**config.mk**
```make
export PLATFORM = sky130hd
export DESIGN_NAME = status_event_capture
export DESIGN_NICKNAME = d
export VERILOG_FILES = /design/src/rtl/status_event_capture.sv
export SDC_FILE = /design/constraint.sdc
export NUM_CORES = 1
export LEC_CHECK = 0
export CORE_MARGIN = 5
export CORE_UTILIZATION = 45
export DETAILED_ROUTE_END_ITERATION = 8
export HOLD_SLACK_MARGIN = 0.02
export PLACE_DENSITY = 0.78
export REMOVE_ABC_BUFFERS = 1
export SLEW_MARGIN = 20
export SYNTH_ARGS = -nofsm -noshare
export SYNTH_HDL_FRONTEND = slang
export SYNTH_SLANG_ARGS = --single-unit
```
**constraint.sdc**
```tcl
create_clock -name clock -period 3.8 [get_ports clock]
set_clock_uncertainty 0.15 [all_clocks]
set_input_delay 0.76 -clock clock [delete_from_list [all_inputs] [get_ports clock]]
set_output_delay 0.76 -clock clock [all_outputs]
set_load 0.005 [all_outputs]
```
**src/rtl/status_event_capture.sv**
```systemverilog
// Synchronizes, glitch-filters and edge-qualifies up to eight raw status inputs,
// then holds each event in a sticky flag that drives the status register.
module status_event_capture #(
  parameter int         NumInputs = 8,
  parameter int         FilterLen = 2,
  parameter logic [7:0] RiseMask  = 8'hFF,
  parameter logic [7:0] FallMask  = 8'h00,
  parameter logic [7:0] IntMask   = 8'hFF,
  parameter bit         Sticky    = 1'b1
) (
  input  logic       clock,
  input  logic       reset_n,
  input  logic [7:0] raw_bus,
  input  logic [7:0] clear_bus,
  output logic [7:0] status_bus,
  output logic [7:0] ovf_bus,
  output logic [7:0] level_bus,
  output logic       intr
);

  localparam logic [3:0] FiltLen = 4'(FilterLen);

  logic [7:0] w_flag;
  logic [7:0] w_ovf;
  logic [7:0] w_level;
  logic       w_unused;

  // Inactive bits and ignored clears still arrive on the ports.
  assign w_unused = ^{raw_bus, clear_bus};

  genvar gi;
  generate
    for (gi = 0; gi < 8; gi++) begin : g_bit
      if (gi < NumInputs) begin : g_active
        logic       r_s1;
        logic       r_s2;
        logic       r_filt;
        logic [3:0] r_cnt;
        logic       r_flag;
        logic       r_ovf;
        logic       w_diff;
        logic       w_update;
        logic       w_event;

        assign w_diff   = r_s2 ^ r_filt;
        assign w_update = w_diff && (r_cnt == FiltLen);
        assign w_event  = w_update && (r_s2 ? RiseMask[gi] : FallMask[gi]);

        always_ff @(posedge clock or negedge reset_n) begin
          if (!reset_n) begin
            r_s1 <= 1'b0;
            r_s2 <= 1'b0;
          end else begin
            r_s1 <= raw_bus[gi];
            r_s2 <= r_s1;
          end
        end

        // The counter only runs while the synchronized level disagrees with filt.
        always_ff @(posedge clock or negedge reset_n) begin
          if (!reset_n) begin
            r_filt <= 1'b0;
            r_cnt  <= 4'd0;
          end else if (!w_diff) begin
            r_cnt <= 4'd0;
          end else if (w_update) begin
            r_filt <= r_s2;
            r_cnt  <= 4'd0;
          end else begin
            r_cnt <= r_cnt + 4'd1;
          end
        end

        always_ff @(posedge clock or negedge reset_n) begin
          if (!reset_n) begin
            r_flag <= 1'b0;
            r_ovf  <= 1'b0;
          end else if (Sticky) begin
            r_flag <= w_event | (r_flag & ~clear_bus[gi]);
            r_ovf  <= (w_event & r_flag & ~clear_bus[gi]) | (r_ovf & ~clear_bus[gi]);
          end else begin
            r_flag <= w_event;
            r_ovf  <= 1'b0;
          end
        end

        assign w_flag[gi]  = r_flag;
        assign w_ovf[gi]   = r_ovf;
        assign w_level[gi] = r_filt;
      end else begin : g_idle
        assign w_flag[gi]  = 1'b0;
        assign w_ovf[gi]   = 1'b0;
        assign w_level[gi] = 1'b0;
      end
    end
  endgenerate

  assign status_bus = w_flag;
  assign ovf_bus    = w_ovf;
  assign level_bus  = w_level;
  assign intr       = |(w_flag & IntMask);

endmodule

```
==> impl_metrics.csv <==
group,metric,value,unit
run,max_cap_viol_count,0,
sta,count_of_endpoints_failing_hold_in_the_final_timing_report,0,
sta,setup_total_negative_slack,0,ps
setup_path,timing.reg2reg.worst_path_depth,4,
sta,report.final.slew_viol_count,0,
drt,wirelength,5280,um
layout,utilization_of_the_core_after_routing,54.3,%
floorplan,initial_core_util,45.4,%
sta,hold_slack,203,ps
sta,setup_viol,0,
clock_tree,post_cts_resized,0,
sta,tightestPinTransition,600,ps
placed_design,dp.final_hpwl,3890,um
floorplan,core_area,7140,um2
sta,worst_relative_slew_slack,60.0,%
synthesis,synth-seq-area-share,55.6,%
floorplan,dieArea,9000,um2
synthesis,synth_warnings,0,
pwr,report.power.total,2.63,mW
drt,detailroute.via_count,1818,
setup_path,critical_path_class,"flop to primary output",
sta,timing.final.ws_setup,1130,ps
setup_path,timing.critical_path.from,"g_bit[0].g_active.r_flag",
grt,number_of_global_route_vias_before_repair,1906,
setup_path,worstSetupStartpointType,"flop",
clock_tree,holdBufCountCts,0,
grt,grt_remaining_overflow,0,
placed_design,place.port_buffers,42,
setup_path,critPathArrivalTime,1760,ps
floorplan,top_level_ports,43,
placed_design,detailedPlace.worstSlack,1480,ps
layout,final_common_cell,"sky130_fd_sc_hd__dfrtp_1",
clock_tree,tritoncts_clock_tree,"built",
clock_tree,post-cts-setup-buffers,0,
synthesis,synthCells,258,
pwr,total_leakage_power,1.72,nW
setup_path,crit-reg2reg-launch,"g_bit[2].g_active.r_cnt[0]",
sta,clock.fmax,0.375,GHz
sta,timing.final.crit_share,70.2,%
floorplan,die_height,94.9,um
synthesis,yosys.area_share.simple,16.7,%
grt,grt_first_pass_wirelength,9290,um
drt,routedWlPerCell,13.4,um
synthesis,yosys.area_share.adder,6.18,%
drt,drt_drc_violations_left,0,
drt,first_iter_violations,61,
clock_tree,clkLatencyLatePin,340,ps
clock_tree,tritoncts_sinks,72,
sta,finalWorstPathRequiredPeriod,2670,ps
clock_tree,cts-root-to-sink-buffers,2,
clock_tree,cts_max_level,3,
pwr,switchingPower,0.773,mW
synthesis,postSynthRegisterBits,72,
layout,drive_above_1_share,20.1,%
synthesis,cell_area_synth,3240,um2
setup_path,critical_path.endpoint_type,"primary output",
clock_tree,cts_inserted_buffers,9,
synthesis,post_synthesis_compound_gate_area_fraction,6.21,%
grt,grt_antenna_before_repair,0,
floorplan,die_width,94.9,um
run_status,outcome,"complete, no violations",
synthesis,muxShareOfSynthArea,3.36,%
layout,sequential_cell_area,1800,um2
pwr,power.share.switching,29.4,%
layout,filler_cell_count,620,
pwr,vdd.ir_drop.worst,368,uV
drt,detail_route.vias_per_cell,4.63,
pwr,clock_power_share,28.4,%
synthesis,yosys.area_share.xor_xnor,4.59,%
pwr,power.density,679,nW/um2
setup_path,worstPathMaxFanout,4,
grt,grt_start_max_net_pins,50,
grt,groute.usage.overall,13.7,%
setup_path,regToRegSetupSlack,2280,ps
layout,insertedDiodeCount,0,
setup_path,reg2reg_to,"g_bit[2].g_active.r_filt",
hold_path,min-delay-path-class,"flop to flop",
pwr,cell_internal_pwr,1.86,mW
pwr,share_seq_of_total_power,41.1,%
layout,final_cell_mix,"72 x sky130_fd_sc_hd__dfrtp_1, 41 x sky130_fd_sc_hd__clkdlybuf4s50_1, 20 x sky130_fd_sc_hd__nor2_2, 19 x sky130_fd_sc_hd__nor2_1",
layout,areaGrowthSynthToFinish,19.5,%
synthesis,synthDistinctLibCells,24,
layout,combined_area_of_the_multi_input_logic_cells,1200,um2
placed_design,globalplace.congestion,0.697,
layout,fin_nets,323,
clock_tree,path_clk_slew,70,ps
drt,drt_pre_antenna_iters,4,
setup_path,timing.critical_path.to,"intr",
drt,antenna_violating_nets_post_route,0,
clock_tree,cts.root.buffer_cell,"sky130_fd_sc_hd__clkbuf_8",
setup_path,worst-endpoint-required,2890,ps
synthesis,syn_avg_cell_area,12.6,um2
pwr,combPwrFrac,30.5,%
floorplan,std_cell_rows,31,
hold_path,hold-path-cell-count,0,
sta,grt_setup_unrepaired,"no",
synthesis,combinational_family_with_the_most_area_after_synthesis,"simple AND/OR/NAND/NOR gates",
[cells by family (layout without fill, tap and decap cells)]
group / count (synthesis) / count (layout)
DFF: 72 / 72
muxes: 8 / 8
buffers and inverters: 40 / 76
xor gates and xnor gates: 17 / 17
and+or+nand+nor: 83 / 83
AOI/OAI and AO/OA: 22 / 22
adders and majority gates: 16 / 16
[sequential cells by signal, summed over array words and instances (netlist names)]
name	flops
g_bit.g_active.r_cnt	32
g_bit.g_active.r_filt	8
g_bit.g_active.r_s1	8
g_bit.g_active.r_flag	8
g_bit.g_active.r_ovf	8
g_bit.g_active.r_s2	8
[how the worst min path moves through the flow]
stage / from / to / slack, ps
6_report: g_bit[4].g_active.r_s1 / g_bit[4].g_active.r_s2 / 200
5_1_grt: g_bit[4].g_active.r_s1 / g_bit[4].g_active.r_s2 / 220
4_1_cts: g_bit[4].g_active.r_s1 / g_bit[4].g_active.r_s2 / 200
3_5_place_dp: g_bit[4].g_active.r_s1 / g_bit[4].g_active.r_s2 / 190
3_3_place_gp: g_bit[5].g_active.r_s1 / g_bit[5].g_active.r_s2 / 180
2_1_floorplan: g_bit[0].g_active.r_s1 / g_bit[0].g_active.r_s2 / 180
[routing by layer]
layer / share of wire, % / global-route usage [%]
met5: 0 / 0
met4: 0.42 / 3.61
met3: 7.6 / 6.22
met2: 50 / 22.3
met1: 42 / 16.7
[Yosys cell counts (all sizes together)]
cell type	number	area [um2]
dfrtp	72	1800
nor2	39	196
buf	24	180
ha	16	200
inv	16	60.1
nand2	9	33.8
nor2b	9	56.3
xor2	9	78.8
mux2	8	109
nand3	8	40.0
nor3b	8	144
xnor2	8	70.1
a31oi	7	43.8
o21ai	7	35.0
o21bai	7	116
and2b	5	37.5
nand2b	2	12.5
nor4	2	12.5
nand3b	1	7.51
o22ai	1	6.26
[metrics by stage]
step                cell area [um2]  instances
global placement               3620        377
floorplan                      3060        234
detailed placement             3620        377
finish                         3870        393
CTS                            3870        393
global route                   3870        393
[worst max-delay path, stage by stage (launching register included)]
cell                              delay (ps)
sky130_fd_sc_hd__dfrtp_1                 410
sky130_fd_sc_hd__nor4_1                  410
sky130_fd_sc_hd__nand2_1                 120
sky130_fd_sc_hd__clkdlybuf4s50_1         470
[power by group through the flow]
stage               combinational [mW]  clock (mW)  sequential [mW]
global placement                 0.790           0             1.09
global route                     0.895       0.807             1.11
detailed placement               0.813           0             1.10
CTS                              0.822       0.770             1.08
finish                           0.801       0.746             1.08
floorplan                        0.526           0             1.07
[area by class of cell]
cell class | count | share of cell area (%)
tap | 99 | 3.20
timing repair buffer | 44 | 11.2
inverter | 16 | 1.55
clock buffer | 11 | 3.91
multi-input combinational | 146 | 31.0
clock inverter | 5 | 2.65
sequential | 72 | 46.5
(Power assumes the default switching activity.)
